`src/rtl/add_acc_if.sv`:
```
// Handshake bundle for add_acc_pipe: producer-side operands in, consumer-side result out.
// The master side is the bench or producer; the slave side is the adder pipeline.
interface add_acc_if #(
  parameter int WIDTH     = 4,
  parameter int ACC_WIDTH = 8
);
  logic                 in_valid;
  logic                 in_ready;
  logic [WIDTH-1:0]     a;
  logic [WIDTH-1:0]     b;
  logic                 mode;
  logic                 acc_clr;
  logic                 out_valid;
  logic                 out_ready;
  logic [ACC_WIDTH-1:0] sum;
  logic                 ovf;

  modport master (
    output in_valid, a, b, mode, acc_clr, out_ready,
    input  in_ready, out_valid, sum, ovf
  );

  modport slave (
    input  in_valid, a, b, mode, acc_clr, out_ready,
    output in_ready, out_valid, sum, ovf
  );
endinterface

```
`src/rtl/add_acc_pipe.sv`:
```
// Pipelined add / accumulate datapath with valid/ready on both sides.
// The result is formed at accept time, then carried through LATENCY stages that stall together.
module add_acc_pipe #(
  parameter int WIDTH     = 4,
  parameter int ACC_WIDTH = 8,
  parameter int LATENCY   = 2,
  parameter int SAT       = 0
) (
  input logic   clk,
  input logic   rst,
  add_acc_if.slave bus
);
  typedef struct packed {
    logic [ACC_WIDTH-1:0] sum;
    logic                 ovf;
  } res_t;

  logic                    adv;
  logic                    accept;
  logic [ACC_WIDTH-1:0]    acc;
  logic [ACC_WIDTH-1:0]    base;
  logic [ACC_WIDTH-1:0]    ab_ext;
  logic [ACC_WIDTH:0]      acc_t;
  res_t                    res_in;
  logic [LATENCY:1]        vld_pipe;
  res_t [LATENCY:1]        res_pipe;

  // One enable for the whole pipe: it moves whenever the output slot is free or draining.
  assign adv          = !vld_pipe[LATENCY] || bus.out_ready;
  assign bus.in_ready = adv && !rst;
  assign accept       = bus.in_valid && bus.in_ready;

  assign base   = bus.acc_clr ? '0 : acc;
  assign ab_ext = {{(ACC_WIDTH-WIDTH){1'b0}}, bus.a} + {{(ACC_WIDTH-WIDTH){1'b0}}, bus.b};
  assign acc_t  = {1'b0, base} + {1'b0, ab_ext};

  always_comb begin
    res_in = '0;
    if (bus.mode) begin
      res_in.ovf = acc_t[ACC_WIDTH];
      if (acc_t[ACC_WIDTH] && (SAT != 0))
        res_in.sum = '1;
      else
        res_in.sum = acc_t[ACC_WIDTH-1:0];
    end else begin
      res_in.sum = ab_ext;
    end
  end

  // Accumulator only moves at accept, so output backpressure can never double-count.
  always_ff @(posedge clk or posedge rst) begin
    if (rst)
      acc <= '0;
    else if (accept && bus.mode)
      acc <= res_in.sum;
    else if (bus.acc_clr)
      acc <= '0;
  end

  always_ff @(posedge clk or posedge rst) begin
    if (rst) begin
      vld_pipe <= '0;
      res_pipe <= '0;
    end else if (adv) begin
      vld_pipe[1] <= accept;
      res_pipe[1] <= res_in;
      for (int s = 2; s <= LATENCY; s++) begin
        vld_pipe[s] <= vld_pipe[s-1];
        res_pipe[s] <= res_pipe[s-1];
      end
    end
  end

  assign bus.out_valid = vld_pipe[LATENCY];
  assign bus.sum       = res_pipe[LATENCY].sum;
  assign bus.ovf       = res_pipe[LATENCY].ovf;
endmodule

```
`src/flat_wrapper.sv`:
```
// flat-port wrapper written by rule: the top's interface ports become plain ports
module add_acc_pipe_flat 
#(
  parameter int WIDTH     = 4,
  parameter int ACC_WIDTH = 8,
  parameter int LATENCY   = 2,
  parameter int SAT       = 0
)
  (clk, rst, bus_in_valid, bus_a, bus_b, bus_mode, bus_acc_clr, bus_out_ready, bus_in_ready, bus_out_valid, bus_sum, bus_ovf);
  add_acc_if #(.WIDTH(WIDTH), .ACC_WIDTH(ACC_WIDTH)) bus_i ();
  input logic clk;
  input logic rst;
  input wire logic [$bits(bus_i.in_valid)-1:0] bus_in_valid;
  input wire logic [$bits(bus_i.a)-1:0] bus_a;
  input wire logic [$bits(bus_i.b)-1:0] bus_b;
  input wire logic [$bits(bus_i.mode)-1:0] bus_mode;
  input wire logic [$bits(bus_i.acc_clr)-1:0] bus_acc_clr;
  input wire logic [$bits(bus_i.out_ready)-1:0] bus_out_ready;
  output wire logic [$bits(bus_i.in_ready)-1:0] bus_in_ready;
  output wire logic [$bits(bus_i.out_valid)-1:0] bus_out_valid;
  output wire logic [$bits(bus_i.sum)-1:0] bus_sum;
  output wire logic [$bits(bus_i.ovf)-1:0] bus_ovf;
  assign bus_i.in_valid = bus_in_valid;
  assign bus_i.a = bus_a;
  assign bus_i.b = bus_b;
  assign bus_i.mode = bus_mode;
  assign bus_i.acc_clr = bus_acc_clr;
  assign bus_i.out_ready = bus_out_ready;
  assign bus_in_ready = bus_i.in_ready;
  assign bus_out_valid = bus_i.out_valid;
  assign bus_sum = bus_i.sum;
  assign bus_ovf = bus_i.ovf;
  add_acc_pipe #(.WIDTH(WIDTH), .ACC_WIDTH(ACC_WIDTH), .LATENCY(LATENCY), .SAT(SAT)) u_core (.clk(clk), .rst(rst), .bus(bus_i));
endmodule
```
`config.mk`:
```
export PLATFORM = sky130hd
export DESIGN_NAME = add_acc_pipe_flat
export DESIGN_NICKNAME = d
export VERILOG_FILES = /design/src/rtl/add_acc_if.sv /design/src/rtl/add_acc_pipe.sv /design/src/flat_wrapper.sv
export SDC_FILE = /design/constraint.sdc
export NUM_CORES = 1
export LEC_CHECK = 0
export ABC_AREA = 1
export CORE_MARGIN = 8
export CORE_UTILIZATION = 37
export CTS_CLUSTER_SIZE = 40
export DETAILED_ROUTE_END_ITERATION = 8
export MAX_ROUTING_LAYER = met4
export PLACE_DENSITY = 0.56
export SYNTH_ARGS = -nofsm -noshare
export SYNTH_HDL_FRONTEND = slang
export SYNTH_SLANG_ARGS = --single-unit
```
`constraint.sdc`:
```
create_clock -name clk -period 3.5 [get_ports clk]
set_input_delay 0.7 -clock clk [delete_from_list [all_inputs] [get_ports clk]]
set_output_delay 0.7 -clock clk [all_outputs]
set_load 0.03 [all_outputs]
```
==> results.json, run 1 <==
{
  "status": "finished, final reports clean",
  "ctsLongestPathBuffers": 2,
  "drt.antenna.violating_nets": 0,
  "slew_viol_final": 0,
  "leakagePower_uw": 0.00106,
  "vias": 1353,
  "synth_area_um2": 1690,
  "start_util_pct": 38.6,
  "tightest_slew_ns": 0.492,
  "cp_slowest_cell": "fa_1",
  "yosysWarnings": 0,
  "boundaryPins": 25,
  "cts_setup_buffers": 0,
  "crit_chain": "clkdlybuf4s50_1 -> ha_1 -> inv_1 -> fa_1 -> fa_1 -> inv_1 -> nand2_1 -> nand2_1 -> nand3_1 -> nand2_1 -> nand2_1 -> nand4_1 -> nand2_1",
  "p_total_uw": 794,
  "core_area_um2": 4380,
  "avgSynthCellArea_um2": 7.84,
  "finalWorstSetupSlack_ns": 0.709,
  "synth_mux_area_share_pct": 0,
  "preCtsSetupSlack_ns": 0.397,
  "vias_per_cell": 4.73,
  "synthSimpleGateAreaFrac_pct": 28.2,
  "vdd_drop_max_uv": 196,
  "ctsHoldBuffers": 0,
  "fp.dieW_um": 83.6,
  "finalSetupViolCount": 0,
  "grt_pass1_wl_um": 6090,
  "wirelength_um": 3450,
  "syn_inst": 216,
  "rsz0062_at_grt": "false",
  "hold_class": "flop to flop",
  "dp_hpwl_um": 2700,
  "ys_types": 23,
  "cts_root_buf": "clkbuf_8",
  "grt_max_degree": 29,
  "max_freq_mhz": 358,
  "synth_fa_ha_area_share_pct": 9.02,
  "slew_headroom_pct": 67.1,
  "tritoncts": "built",
  "clock-sinks": 28,
  "num-nets-final": 260,
  "path_max_fanout": 3,
  "grt-ovfl-total": 0,
  "gp_congestion": 0.918,
  "synthXorXnorAreaFrac_pct": 0.517,
  "worstSetupEndpointType": "flop",
  "period_share_pct": 79.7,
  "final_common_cell": "nand2_1",
  "cp_slowest_stage_delay_ns": 0.49,
  "drt_iter0_markers": 51,
  "grtUsageTotal_pct": 10.6,
  "die-height_um": 83.6,
  "layout_common_cells": "67 x nand2_1, 32 x inv_1, 28 x dfrtp_1",
  "worst_ep_required_time_ns": 3.67,
  "clk_latency_ns": 0.27,
  "portBuffers": 24,
  "final_layout_size_suffix_gt1_share_pct": 7.26,
  "criticalPathCategory": "primary input to flop",
  "synth_compound_area_share_pct": 8.13,
  "tns_ns": 0,
  "dieArea_um2": 7000,
  "cts_buffers": 3,
  "seq_area_frac_synth_pct": 41.4,
  "wire_per_inst_um": 12.1,
  "area.growth.synth_to_final_pct": 17.3,
  "drt_first_pass_iters": 4,
  "worstSetupStartpointType": "primary input",
  "hold_viol_final": 0,
  "fp-row-count": 24,
  "fin_skew_ns": 0.00297,
  "n_antenna_cell": 0,
  "synth_nets": 241,
  "power_density_nw_per_um2": 400,
  "cp_data_arrival_time_ns": 2.96,
  "path_clk_slew_ns": 0.09,
  "crit_top_cell": "nand2_1",
  "drv_cap": 0,
  "fin_hold_ws_ns": 0.466,
  "drc_errors": 0,
  "synth_top_family_by_area": "simple AND/OR/NAND/NOR gates",
  "cts-htree-levels": 1,
  "grt_pass1_vias": 1366,
  "layout_min_cycle_time_ns": 2.79,
  "antenna_found_initial": 0,
  "cts_resized": 0,
  "synth-seq-cells": 28
}
[metal layers]
metal	track usage [%]	vias to the layer above	share of wire, %
met5	-	-	0
met4	2.98	0	0.64
met3	2.64	2	3.2
met2	17.9	17	50
met1	12.1	629	46
li1	-	705	-
[cells by family (layout without fill, tap and decap cells)]
| group | Yosys count | after routing |
|---|---|---|
| simple gates | 104 | 104 |
| compound gates | 25 | 25 |
| flops | 28 | 28 |
| buf+inv | 47 | 65 |
| xor+xnor | 1 | 1 |
| fa+ha+maj | 11 | 11 |
[power by group]
group | internal, µW | switching, µW | leakage [µW]
registers | 357 | 12.9 | 0.000366
clock network | 101 | 96.4 | 0.0000288
logic | 88.7 | 138 | 0.000669
[state kept, by name, indices dropped and copies added (netlist names)]
name and flops:
u_core.acc 8, u_core.bus.ovf 1, u_core.bus.sum 8, u_core.res_pipe 9, u_core.vld_pipe 2
[worst max-delay path, delay by kind of cell]
kind	cells	cell delay, ns
AND/OR/NAND/NOR	7	0.58
adder cells (fa/ha/maj)	3	1.09
buffers and inverters	3	0.60
[stage by stage]
| stage | utilization, % | std cells | area [µm²] |
|---|---|---|---|
| after floorplan | - | 216 | 1690 |
| after global placement | 44.0 | 282 | 1930 |
| after global routing | 45.3 | 286 | 1990 |
| after detailed placement | 44.0 | 282 | 1930 |
| after CTS | 45.3 | 286 | 1990 |
| final | 45.3 | 286 | 1990 |
[path summary, 6_finish.rpt]
kind,start,endpoint,slack [ns],cells after the start
worst min register to register,u_core.vld_pipe[1],u_core.vld_pipe[2],0.47,2
max in group asynchronous,rst,u_core.acc[3],2.36,3
min in group asynchronous,rst,u_core.vld_pipe[1],0.88,3
worst max register to register,u_core.acc[0],u_core.res_pipe[7],1.63,13
worst min-delay path,u_core.vld_pipe[1],u_core.vld_pipe[2],0.47,2
worst max-delay path,bus_b[0],u_core.res_pipe[7],0.71,13
[synth_stat cells, drive strengths merged]
master	instances	area, µm²
a21oi	7	35.0
buf	11	75.1
clkbuf	1	7.51
dfrtp	28	701
fa	2	40.0
ha	9	113
inv	35	134
nand2	69	274
nand3	16	80.1
nand4	7	43.8
nor2	11	72.6
o21ai	17	96.3
o22ai	1	6.26
or2	1	6.26
xnor2	1	8.76
[final cells by class]
| cell class | count | area, µm² |
|---|---|---|
| inverters | 35 | 134 |
| repair buffers | 26 | 255 |
| clock buffers | 4 | 55.1 |
| multi-input cells | 141 | 776 |
| fillers | 470 | 2400 |
| well taps | 52 | 65.1 |
| flip-flops and latches | 28 | 701 |
No activity file was read; power rests on OpenSTA's default activity.
==> run 2, diff against run 1 <==
Settings changed: PLACE_DENSITY 0.56 to 0.58.
Clock period 3.5 ns to 2.4 ns, I/O delays scaled along.
==> run 2 against run 1 <==
Net effect:
- register-to-register slack worse by 1.1 ns
- die area is the same
- sequential share of layout area fell by 4.3 points
- power is 53% higher
- cell count up 4.5%
- first-iteration DRC count rose by 9.8%
- sequential cell count unchanged
- combinational power is 85% higher
- critical path depth is 9 lower
- clock skew up 0.0030 ns
- critical endpoint is now bus_in_ready
- largest cell class unchanged
- largest power group unchanged
==> results.json, run 2 (synthesized netlist as in run 1, its figures left out) <==
{
  "boundaryPins": 25,
  "tightest_slew_ns": 0.363,
  "grt-ovfl-total": 0,
  "clock-sinks": 28,
  "hold_class": "flop to flop",
  "vias": 1426,
  "p_int_uw": 814,
  "dieArea_um2": 7000,
  "finalSetupViolCount": 0,
  "worstSetupStartpointType": "primary input",
  "gp_congestion": 0.858,
  "grt_pass1_wl_um": 6610,
  "grtUsageTotal_pct": 11.6,
  "portBuffers": 24,
  "status": "finished, final reports clean",
  "p_total_uw": 1210,
  "final_area_um2": 2260,
  "drt_iter0_markers": 56,
  "slew_headroom_pct": 75.8,
  "vias_per_cell": 4.77,
  "core_area_um2": 4380,
  "vdd_drop_max_uv": 254,
  "fp.dieW_um": 83.6,
  "dp_hpwl_um": 2780,
  "preCtsSetupSlack_ns": -0.443,
  "grt_max_degree": 29,
  "wire_per_inst_um": 13.3,
  "layout_min_cycle_time_ns": 2.32,
  "worst_ep_required_time_ns": 1.92,
  "largest_reg_flops": 9,
  "layout_common_cells": "55 x nand2_1, 29 x inv_1, 28 x dfrtp_1",
  "top_register": "u_core.res_pipe",
  "fin_util_pct": 51.6,
  "die-height_um": 83.6,
  "tritoncts": "built",
  "criticalPathCategory": "primary input to primary output",
  "period_share_pct": 96.6,
  "path_max_fanout": 2,
  "path_clk_slew_ns": 0.09,
  "n_antenna_cell": 0,
  "dpl-instance-area_um2": 2020,
  "power_density_nw_per_um2": 536,
  "fp-row-count": 24,
  "power_frac_seq_pct": 44.5,
  "wirelength_um": 3970,
  "finalWorstSetupSlack_ns": 0.0821,
  "start_util_pct": 38.6,
  "drt_first_pass_iters": 4,
  "switching_power_uw": 399,
  "antenna_found_initial": 0,
  "cp_data_arrival_time_ns": 1.84,
  "drt.antenna.violating_nets": 0,
  "clockPowerShare_pct": 20.9,
  "grt_pass1_vias": 1451,
  "worstSetupEndpointType": "primary output",
  "fin_skew_ns": 0.00596,
  "drv_cap": 0,
  "cts-htree-levels": 1,
  "final_layout_size_suffix_gt1_share_pct": 24.7,
  "max_freq_mhz": 431,
  "tns_ns": 0,
  "area.growth.synth_to_final_pct": 33.6,
  "ctsLongestPathBuffers": 2,
  "power_switching_share_pct": 32.9,
  "cts_root_buf": "clkbuf_8",
  "pwr-share-comb_pct": 34.6,
  "hold_viol_final": 0,
  "fillers": 417,
  "drc_errors": 0,
  "leakagePower_uw": 0.00119,
  "slew_viol_final": 0,
  "num-nets-final": 274,
  "cts_buffers": 3,
  "final_common_cell": "nand2_1",
  "clk_latency_ns": 0.27
}
==> run 2: cell types whose count changed in the layout (fill, tap and decap cells not counted), moves of 4 or more <==
cell | before | now
nand3_1 | 16 | 12
ha_4 | 0 | 5
nand2_1 | 67 | 55
buf_4 | 2 | 16
nand2_2 | 0 | 11
ha_1 | 9 | 3
==> run 2: through the flow <==
| step | std cells | hold WS [ns] |
|---|---|---|
| 2_1_floorplan | 216 | 0.419 |
| 5_1_grt | 299 | 0.506 |
| 4_1_cts | 298 | 0.468 |
| 6_report | 299 | 0.459 |
| 3_3_place_gp | 294 | 0.432 |
| 3_5_place_dp | 294 | 0.445 |
==> run 2: critical path, cell delays in order <==
cell	delay, ns
clkdlybuf4s50_1	0.51
nor2_4	0.06
nor2_4	0.11
clkdlybuf4s50_1	0.68
==> run 2: area by class of cell <==
type / instances / area (µm²) / area share, %
Clock buffer: 3 / 41.3 / 1.83
Inverter: 35 / 134 / 5.92
Multi-Input combinational cell: 141 / 953 / 42.1
Sequential cell: 28 / 701 / 31.0
Tap cell: 52 / 65.1 / 2.88
Timing Repair Buffer: 40 / 368 / 16.3
==> run 2: path summary, 6_finish.rpt <==
check | startpoint | end | slack (ns) | cells past startpoint
worst max-delay path | bus_out_ready | bus_in_ready | 0.08 | 4
worst min-delay path | u_core.vld_pipe[1] | u_core.vld_pipe[2] | 0.46 | 2
worst max register to register | u_core.acc[0] | u_core.acc[6] | 0.56 | 13
worst min register to register | u_core.vld_pipe[1] | u_core.vld_pipe[2] | 0.46 | 2
max in group asynchronous | rst | u_core.bus.sum[6] | 1.48 | 3
min in group asynchronous | rst | u_core.vld_pipe[2] | 0.65 | 3
==> run 2: routing by layer <==
metal	part of all wire, %	up-vias	wire length [µm]	GRT usage [%]
li1	-	736	-	-
met1	44	667	1750	12.5
met2	51	16	2040	20.6
met3	3.3	7	133	2.93
met4	1.4	0	57	2.83
met5	0	-	0	-
==> run 2: power groups by stage <==
stage	clock [µW]	combinational, µW	sequential (µW)
finish	253	420	540
global placement	0	356	549
global route	281	463	548
floorplan	0	247	550
detailed placement	0	359	551
CTS	267	380	541
==> run 2: repair_timing <==
action,CTS,global route
pin swaps,11,10
resized for setup,16,24
setup endpoints to repair,13,13
hold buffers,0,0
setup buffers,1,1
